**config.mk**
```make
export PLATFORM = sky130hd
export DESIGN_NAME = uart_tx_frame_engine_flat
export DESIGN_NICKNAME = d
export VERILOG_FILES = /design/src/rtl/uart_tx_pkg.sv /design/src/rtl/uart_tx_frame_engine_if.sv /design/src/rtl/uart_tx_shifter.sv /design/src/rtl/uart_tx_frame_engine.sv /design/src/flat_wrapper.sv
export SDC_FILE = /design/constraint.sdc
export NUM_CORES = 1
export LEC_CHECK = 0
export CELL_PAD_IN_SITES_DETAIL_PLACEMENT = 1
export CELL_PAD_IN_SITES_GLOBAL_PLACEMENT = 1
export CORE_UTILIZATION = 32
export CTS_CLUSTER_DIAMETER = 80
export DETAILED_ROUTE_END_ITERATION = 10
export PLACE_DENSITY_LB_ADDON = 0.12
export SLEW_MARGIN = 40
export SYNTH_ARGS = -nofsm -noshare
export SYNTH_HDL_FRONTEND = slang
export SYNTH_HIERARCHICAL = 1
export SYNTH_SLANG_ARGS = --single-unit
```
**constraint.sdc**
```tcl
create_clock -name clk -period 2.98 [get_ports clk]
set_input_delay 0.596 -clock clk [delete_from_list [all_inputs] [get_ports clk]]
set_output_delay 0.596 -clock clk [all_outputs]
set_load 0.05 [all_outputs]
```
**src/rtl/uart_tx_pkg.sv**
```systemverilog
// Shared definitions for the UART transmit frame engine: FSM state
// encodings, parity-type codes, payload width bounds and the parity helper.
package uart_tx_pkg;

    typedef enum logic [2:0] {
        ST_IDLE   = 3'd0,
        ST_START  = 3'd1,
        ST_DATA   = 3'd2,
        ST_PARITY = 3'd3,
        ST_STOP   = 3'd4
    } tx_state_e;

    localparam logic PAR_EVEN = 1'b0;
    localparam logic PAR_ODD  = 1'b1;

    localparam int DATA_WIDTH_MIN = 5;
    localparam int DATA_WIDTH_MAX = 9;

    // Parity bit for a payload zero-extended to the widest legal width;
    // zero padding does not change the XOR reduction.
    function automatic logic frame_parity(input logic [DATA_WIDTH_MAX-1:0] data,
                                          input logic                      par_typ);
        return (^data) ^ (par_typ == PAR_ODD);
    endfunction

endpackage

```
**src/rtl/uart_tx_frame_engine_if.sv**
```systemverilog
// Data-source side of the frame engine: payload, valid/ack handshake and
// the per-frame configuration that is latched on acceptance.
interface uart_tx_frame_engine_if #(
    parameter int DATA_WIDTH = 8
);
    logic [DATA_WIDTH-1:0] p_data;
    logic                  data_valid;
    logic                  par_en;
    logic                  par_typ;
    logic                  stop2;
    logic                  data_ack;

    modport master (
        output p_data, data_valid, par_en, par_typ, stop2,
        input  data_ack
    );

    modport slave (
        input  p_data, data_valid, par_en, par_typ, stop2,
        output data_ack
    );
endinterface

```
**src/rtl/uart_tx_shifter.sv**
```systemverilog
// Payload shift register and bit counter for the UART transmitter.
// bit_out is the bit to put on the line next; last_bit is set once every
// payload bit has been handed out.
module uart_tx_shifter
    import uart_tx_pkg::*;
#(
    parameter int DATA_WIDTH = 8,
    parameter int LSB_FIRST  = 1
) (
    input  logic                  clk,
    input  logic                  rst,
    input  logic                  load,
    input  logic                  shift,
    input  logic [DATA_WIDTH-1:0] load_data,
    output logic                  bit_out,
    output logic                  last_bit
);
    localparam int              CNT_W    = $clog2(DATA_WIDTH + 1);
    localparam logic [CNT_W-1:0] LAST_CNT = CNT_W'(DATA_WIDTH);

    logic [DATA_WIDTH-1:0] shreg_d, shreg_q;
    logic [CNT_W-1:0]      cnt_d, cnt_q;

    // Next-state for the shift register and counter: load wins over shift.
    always_comb begin
        // NOTE: defaults first so every path assigns every output -- no latches.
        shreg_d = shreg_q;
        cnt_d   = cnt_q;
        if (load) begin
            shreg_d = load_data;
            cnt_d   = '0;
        end else if (shift) begin
            shreg_d = (LSB_FIRST != 0) ? (shreg_q >> 1) : (shreg_q << 1);
            cnt_d   = cnt_q + 1'b1;
        end
    end

    // State registers with synchronous active-low reset.
    always_ff @(posedge clk) begin
        if (!rst) begin
            // NOTE: the datapath register is cleared too, so an aborted frame
            // leaves no stale payload behind.
            shreg_q <= '0;
            cnt_q   <= '0;
        end else begin
            // NOTE: non-blocking assignments so all flops update together.
            shreg_q <= shreg_d;
            cnt_q   <= cnt_d;
        end
    end

    assign bit_out  = (LSB_FIRST != 0) ? shreg_q[0] : shreg_q[DATA_WIDTH-1];
    assign last_bit = (cnt_q == LAST_CNT);

endmodule

```
**src/rtl/uart_tx_frame_engine.sv**
```systemverilog
// UART transmit frame engine: accepts a payload on a baud tick, then sends
// start bit, payload, optional parity and one or two stop bits. Back-to-back
// frames are accepted on the final stop bit with no idle gap.
module uart_tx_frame_engine
    import uart_tx_pkg::*;
#(
    parameter int DATA_WIDTH = 8,
    parameter int LSB_FIRST  = 1
) (
    input  logic                   clk,
    input  logic                   rst,
    input  logic                   tick,
    uart_tx_frame_engine_if.slave  bus,
    output logic                   tx_out,
    output logic                   busy
);
    // An out-of-range width elaborates a module that does not exist,
    // stopping the build instead of producing a silently wrong frame.
    if (DATA_WIDTH < DATA_WIDTH_MIN || DATA_WIDTH > DATA_WIDTH_MAX) begin : g_illegal_width
        uart_tx_illegal_data_width u_illegal ();
    end

    tx_state_e  state_d, state_q;
    logic       tx_d, tx_q;
    logic       busy_d, busy_q;
    logic       ack_d, ack_q;
    logic       parity_d, parity_q;
    logic       par_en_d, par_en_q;
    logic       stop2_d, stop2_q;
    logic [1:0] stop_cnt_d, stop_cnt_q;

    logic       load, shift;
    logic       bit_out, last_bit;
    logic       final_stop, accept;

    uart_tx_shifter #(
        .DATA_WIDTH (DATA_WIDTH),
        .LSB_FIRST  (LSB_FIRST)
    ) u_shifter (
        .clk       (clk),
        .rst       (rst),
        .load      (load),
        .shift     (shift),
        .load_data (bus.p_data),
        .bit_out   (bit_out),
        .last_bit  (last_bit)
    );

    assign final_stop = !stop2_q || (stop_cnt_q == 2'd2);
    assign accept     = tick && bus.data_valid &&
                        ((state_q == ST_IDLE) || (state_q == ST_STOP && final_stop));

    // Frame FSM next-state and registered-output decode; acceptance overrides
    // the IDLE/STOP decisions because it starts a fresh frame.
    always_comb begin
        state_d    = state_q;
        tx_d       = tx_q;
        busy_d     = busy_q;
        ack_d      = 1'b0;
        parity_d   = parity_q;
        par_en_d   = par_en_q;
        stop2_d    = stop2_q;
        stop_cnt_d = stop_cnt_q;
        load       = 1'b0;
        shift      = 1'b0;

        case (state_q)
            ST_IDLE: begin
                if (tick) begin
                    tx_d   = 1'b1;
                    busy_d = 1'b0;
                end
            end
            ST_START: begin
                if (tick) begin
                    tx_d    = bit_out;
                    shift   = 1'b1;
                    state_d = ST_DATA;
                end
            end
            ST_DATA: begin
                if (tick) begin
                    if (!last_bit) begin
                        tx_d  = bit_out;
                        shift = 1'b1;
                    end else if (par_en_q) begin
                        tx_d    = parity_q;
                        state_d = ST_PARITY;
                    end else begin
                        tx_d       = 1'b1;
                        stop_cnt_d = 2'd1;
                        state_d    = ST_STOP;
                    end
                end
            end
            ST_PARITY: begin
                if (tick) begin
                    tx_d       = 1'b1;
                    stop_cnt_d = 2'd1;
                    state_d    = ST_STOP;
                end
            end
            ST_STOP: begin
                if (tick) begin
                    if (!final_stop) begin
                        stop_cnt_d = 2'd2;
                    end else begin
                        tx_d    = 1'b1;
                        busy_d  = 1'b0;
                        state_d = ST_IDLE;
                    end
                end
            end
            default: begin
                // Unreachable encodings recover at once, tick or not.
                tx_d    = 1'b1;
                busy_d  = 1'b0;
                state_d = ST_IDLE;
            end
        endcase

        if (accept) begin
            load       = 1'b1;
            parity_d   = frame_parity(DATA_WIDTH_MAX'(bus.p_data), bus.par_typ);
            par_en_d   = bus.par_en;
            stop2_d    = bus.stop2;
            stop_cnt_d = 2'd0;
            ack_d      = 1'b1;
            tx_d       = 1'b0;
            busy_d     = 1'b1;
            state_d    = ST_START;
        end
    end

    // FSM and output registers with synchronous active-low reset.
    always_ff @(posedge clk) begin
        if (!rst) begin
            state_q    <= ST_IDLE;
            tx_q       <= 1'b1;
            busy_q     <= 1'b0;
            ack_q      <= 1'b0;
            parity_q   <= 1'b0;
            par_en_q   <= 1'b0;
            stop2_q    <= 1'b0;
            stop_cnt_q <= 2'd0;
        end else begin
            state_q    <= state_d;
            tx_q       <= tx_d;
            busy_q     <= busy_d;
            ack_q      <= ack_d;
            parity_q   <= parity_d;
            par_en_q   <= par_en_d;
            stop2_q    <= stop2_d;
            stop_cnt_q <= stop_cnt_d;
        end
    end

    assign tx_out       = tx_q;
    assign busy         = busy_q;
    assign bus.data_ack = ack_q;

endmodule

```
**src/flat_wrapper.sv**
```systemverilog
// flat-port wrapper written by rule: the top's interface ports become plain ports
module uart_tx_frame_engine_flat import uart_tx_pkg::*;
#(
    parameter int DATA_WIDTH = 8,
    parameter int LSB_FIRST  = 1
)
  (clk, rst, tick, tx_out, busy, bus_p_data, bus_data_valid, bus_par_en, bus_par_typ, bus_stop2, bus_data_ack);
  uart_tx_frame_engine_if #(.DATA_WIDTH(DATA_WIDTH)) bus_i ();
  input  logic clk;
  input  logic rst;
  input  logic tick;
  output logic tx_out;
  output logic busy;
  input wire logic [$bits(bus_i.p_data)-1:0] bus_p_data;
  input wire logic [$bits(bus_i.data_valid)-1:0] bus_data_valid;
  input wire logic [$bits(bus_i.par_en)-1:0] bus_par_en;
  input wire logic [$bits(bus_i.par_typ)-1:0] bus_par_typ;
  input wire logic [$bits(bus_i.stop2)-1:0] bus_stop2;
  output wire logic [$bits(bus_i.data_ack)-1:0] bus_data_ack;
  assign bus_i.p_data = bus_p_data;
  assign bus_i.data_valid = bus_data_valid;
  assign bus_i.par_en = bus_par_en;
  assign bus_i.par_typ = bus_par_typ;
  assign bus_i.stop2 = bus_stop2;
  assign bus_data_ack = bus_i.data_ack;
  uart_tx_frame_engine #(.DATA_WIDTH(DATA_WIDTH), .LSB_FIRST(LSB_FIRST)) u_core (.clk(clk), .rst(rst), .tick(tick), .bus(bus_i), .tx_out(tx_out), .busy(busy));
endmodule
```
Yosys cells after proc, flatten, opt, wreduce, memory -nomap -nowiden
Index checks and enable logic that the tools add are counted.
{"block": "classes", "muxes": 37, "bitwise_logic": 3, "reduce_logical": 19, "n_addsub": 1, "n_eq_ne": 24}
{"operator": "$mux W3", "count": 7}
{"operator": "$reduce_and A7 Y1", "count": 3}
{"operator": "$mux W1", "count": 17}
{"operator": "$mux W8", "count": 2}
{"operator": "$ne A3 B2 Y1 const B", "count": 5}
{"operator": "$pmux W3 S5", "count": 1}
{"operator": "$mux W2", "count": 6}
{"operator": "$ne A2 B2 Y1 const B", "count": 6}
{"operator": "$ne A3 B1 Y1 const B", "count": 3}
{"operator": "$reduce_xor A9 Y1", "count": 1}
{"operator": "$ne A2 B1 Y1 const B", "count": 4}
{"operator": "$eq A3 B2 Y1 const B", "count": 2}
{"operator": "$pmux W2 S3", "count": 1}
{"operator": "$reduce_or A2 Y1", "count": 3}
{"operator": "$reduce_and A5 Y1", "count": 1}
{"operator": "$add A4 B1 Y4 const B", "count": 1}
{"operator": "$eq A4 B4 Y1 const B", "count": 1}
{"operator": "$pmux W1 S4", "count": 1}
{"operator": "$reduce_and A4 Y1", "count": 1}
{"operator": "$eq A3 B1 Y1 const B", "count": 1}
{"operator": "$eq A3 B3 Y1 const B", "count": 1}
{"operator": "$logic_and A1 B1 Y1", "count": 3}
{"operator": "$logic_not A3 Y1", "count": 1}
{"operator": "$pmux W1 S3", "count": 1}
{"operator": "9 further kinds", "count": 11}
{"block": "word_totals", "wordCells": 95, "inputBits": 15, "regBits": 23, "out_inout_bits": 3}

Depth between registers and ports, before layout
{"block": "logic_depth", "depth_word": 7, "mapped_depth": 10, "depth_no_buf": 9}

Cells and area by module
The synthesis kept the hierarchy.
{"module": "uart_tx_frame_engine", "area_per_inst_um2": 640.6, "cells_per_inst": 76, "seq_area_each_um2": 220.2, "n_inst": 1}
{"module": "uart_tx_shifter", "area_per_inst_um2": 600.6, "cells_per_inst": 57, "seq_area_each_um2": 240.2, "n_inst": 1}

Least setup slack after synthesis
Ideal clock, no wire load.
{"block": "synth_path", "path_kind": "flip-flop to flip-flop", "startpoint": "reg u_core.u_shifter.cnt_q[0]", "endpoint": "reg u_core.u_shifter.shreg_q[1]", "path_slack_ns": 0.812, "path_stages_with_launch": 11, "period_less_slack_ns": 2.168, "path_buffers": 1, "setup_time_ns": 0.116, "t_required_ns": 2.864, "arrival_time_ns": 2.052, "path_cell_list": "dfxtp_1 inv_1 ha_1 nand2_1 nor2_1 nor3b_2 a21oi_1 nor3b_1 buf_6 mux2_2 o211a_1"}
{"block": "synth_via", "elab_chain_cells": 5}
{"item": "start: declaration", "line_no": "uart_tx_shifter.sv:22", "rtl": "logic [CNT_W-1:0] cnt_d, cnt_q;"}
{"item": "start signal: assignment", "line_no": "uart_tx_shifter.sv:48", "rtl": "cnt_q <= cnt_d;"}
{"item": "$eq A4 B4 Y1", "line_no": "uart_tx_shifter.sv:53", "rtl": "assign last_bit = (cnt_q == LAST_CNT);"}
{"item": "named net u_core.last_bit", "line_no": "uart_tx_frame_engine.sv:33", "rtl": "logic bit_out, last_bit;"}
{"item": "$mux W1", "line_no": "uart_tx_frame_engine.sv:83", "rtl": "if (!last_bit) begin"}
{"item": "$mux W1", "line_no": "uart_tx_frame_engine.sv:82", "rtl": "if (tick) begin"}
{"item": "$pmux W1 S2", "line_no": "uart_tx_frame_engine.sv:67", "rtl": "case (state_q)"}
{"item": "named net u_core.shift", "line_no": "uart_tx_frame_engine.sv:32", "rtl": "logic load, shift;"}
{"item": "$reduce_bool A2 Y1 (no line)"}
{"item": "end signal: assignment", "line_no": "uart_tx_shifter.sv:47", "rtl": "shreg_q <= shreg_d;"}
{"item": "end: declaration", "line_no": "uart_tx_shifter.sv:21", "rtl": "logic [DATA_WIDTH-1:0] shreg_d, shreg_q;"}
The timed path passes the listed nets, and every way through them passes these cells.
A chain may end at the register's enable or synchronous reset.

Worst setup path in the final report
{"block": "layout_path", "startpoint": "in tick", "endpoint": "reg u_core.u_shifter.cnt_q[3]"}
{"block": "layout_via", "elab_chain_cells": 4, "elab_cells_between_ends": 7, "classes_between": "mux: 4; reduce/logical: 3"}
{"item": "start: declaration", "line_no": "flat_wrapper.sv:11", "rtl": "input logic tick;"}
{"item": "$logic_and A1 B1 Y1 (2 in series)", "line_no": "uart_tx_frame_engine.sv:50", "rtl": "assign accept = tick && bus.data_valid &&"}
{"item": "named net u_core.accept", "line_no": "uart_tx_frame_engine.sv:34", "rtl": "logic final_stop, accept;"}
{"item": "$mux W1", "line_no": "uart_tx_frame_engine.sv:122", "rtl": "if (accept) begin"}
{"item": "$reduce_or A2 Y1 (no line)"}
The timed path passes the listed nets, and every way through them passes these cells.

==> flow_summary.yaml <==
pwr:
  peakVddDrop_mv: 0.158
  total_power_mw: 0.672
  leakage_nw: 0.656
  power_density_nw_per_um2: 449
sta:
  period_minus_slack_ps: 2360
  finalSetupViolCount: 0
  period_share_pct: 79.1
  maxSlewHeadroom_pct: 63.9
  fin_tns_setup_ps: 0
  hold_viol: 0
  grt_setup_unrepaired: "no"
  worst_slew_pin_slew_ps: 541
  finalClockSkew_ps: 5.02
  slew_violations: 0
  max_freq_mhz: 424
  finalWorstSetupSlack_ps: 622
cts:
  cts-root-buf: "clkbuf_8"
  post_cts_buffers: 0
  ctsResizeCount: 0
  htree_levels: 1
  ctsLongestPathBuffers: 2
  cts_sinks: 23
  cts_buffers: 3
  cts_tree: "yes"
  clk_pin_slew_worst_paths_ps: 90
  holdBufCountCts: 0
  insertion_delay_ps: 260
routing:
  wl_per_cell_um: 13.6
  vias: 1011
  drt-pass1-iter-count: 4
  ant_nets: 0
  vias_per_cell: 5.11
  drc_errors: 0
  first_iter_violations: 86
  postRouteWirelength_um: 2680
critical_path:
  worstPathRequired_ps: 3170
  start_kind: "primary input"
  crit_fanout: 19
  critPathArrivalTime_ps: 2550
  path_class: "in2reg"
  crit_path_end_kind: "flip-flop"
floorplanning:
  start_util_pct: 33.6
  fp.coreArea_um2: 3690
  die_w_um: 64.3
  die-area_um2: 4130
  die_y_um: 64.3
  std_cell_rows: 22
  pin_count: 18
synthesis:
  async_reset_ff_share_pct: 0
  synth-edff-count: 0
  synthFlopType: "dfxtp_1"
  syn_inst: 133
  synth_top_area_share_pct: 37.1
  synthTopCellsByArea: "dfxtp_1, mux2_2, o211a_1, xnor2_1, a21oi_1"
  ys_types: 41
  syn_area_um2: 1240
  synth_largest_area_cell: "dfxtp_1"
  avgSynthCellArea_um2: 9.33
  seq_area_frac_synth_pct: 37.1
  synth-warning-count: 6
  synth_seq_cells: 23
  syn_nets: 150
global_routing:
  grt_pass1_wl_um: 4680
  antenna_found_initial: 0
  grt_pass1_vias: 1051
  grt-ovfl-total: 0
  gr-usage-all-layers_pct: 14.3
  grt_max_degree: 20
flow_run:
  timing.max_cap.violations: 0
final_layout:
  seqCellArea_um2: 460
  diodes: 0
  multi_input_area_um2: 723
  nNetsFinal: 168
  drive_gt1_share_pct: 15.3
  n_fill_cell: 443
  syn2layout_area_growth_pct: 20.7
placed_design:
  gp_congestion: 0.736
  place_ws_ps: 347
  io_buffers: 17
  dpl.hpwl_um: 2010
min_path:
  min_path_type: "reg2reg"
outcome:
  status: "finished clean"
-- placed cells by master (no fill, tap or decap), drive strengths merged, types with 3 or more instances in the layout --
| master | count |
|---|---|
| mux2 | 7 |
| nor2 | 10 |
| xnor2 | 6 |
| nand2b | 8 |
| a21oi | 10 |
| nor3b | 3 |
| nand2 | 6 |
| mux2i | 5 |
| o211a | 7 |
| dfxtp | 23 |
| clkbuf | 3 |
| clkdlybuf4s50 | 17 |
| inv | 6 |
| o21ai | 3 |
| nor3 | 3 |
| nand3 | 4 |
-- through the flow --
stage	hold WS, ps	instances	area [um^2]	utilization [%]
2_1_floorplan	455	133	1240	-
3_3_place_gp	476	194	1450	39.3
3_5_place_dp	483	194	1450	39.3
4_1_cts	496	198	1500	40.6
5_1_grt	558	198	1500	40.6
6_report	490	198	1500	40.6
-- critical path: stages --
cell             delay (ps)
clkdlybuf4s50_1         570
o21a_1                  220
nand3_2                 190
inv_1                   290
or3b_2                  530
mux2i_1                 140
-- flip-flops by register name, indices dropped and copies added (netlist names), 2 cells and up --
register                  flops
u_core/u_shifter/cnt_q        4
u_core/u_shifter/shreg_q      8
u_core/state_q                3
u_core/stop_cnt_q             2
-- layer usage --
metal  GRT usage, %  part of all wire [%]  vias up
met5              0                     0        -
met4           2.78                  0.67        0
met3           2.68                   2.3        2
met2           25.3                    49       12
met1           17.8                    48      491
li1               -                     -      506
-- layout make-up --
type | instances | area share, %
tap | 48 | 4.01
clock buffer | 3 | 2.76
clock inverter | 1 | 0.334
inverter | 6 | 1.50
sequential | 23 | 30.7
timing repair buffer | 19 | 12.4
multi-input combinational | 98 | 48.3
-- synth_stat cells (all sizes together) (2+ instances only) --
master	instances
nor3	3
nor2	10
a21o	2
o211a	7
nand2b	8
a21oi	10
or3	2
or3b	2
nand3	4
nand2	6
inv	6
dfxtp	23
ha	2
o21ai	3
xnor2	6
nand3b	2
a21bo	2
nor3b	3
mux2	7
buf	5
o21a	2
a31oi	2
mux2i	5
-- worst paths after layout --
path | end | slack, ps | cells after the start | start
min reg2reg | u_core/busy$_SDFFE_PN0P_ | 490 | 2 | u_core/busy$_SDFFE_PN0P_
max reg2reg | u_core/u_shifter/cnt_q[3]$_SDFFE_PP0P_ | 820 | 6 | u_core/state_q[2]$_SDFFE_PP0P_
max | u_core/u_shifter/cnt_q[3]$_SDFFE_PP0P_ | 620 | 6 | tick
min | u_core/busy$_SDFFE_PN0P_ | 490 | 2 | u_core/busy$_SDFFE_PN0P_
-- where the power goes --
group | switching, mW | internal [mW]
clock | 0.101 | 0.0932
combinational | 0.0663 | 0.0739
sequential | 0.0127 | 0.325
total | 0.180 | 0.492
-- cells by family after synthesis --
group | synth area share [%]
DFF | 37.1
muxes | 10.4
adders and majority gates | 2.02
and+or+nand+nor | 21.1
buffers and inverters | 4.64
xor gates and xnor gates | 6.75
AOI/OAI and AO/OA | 18.0
Power figures use the tool's default switching activity.
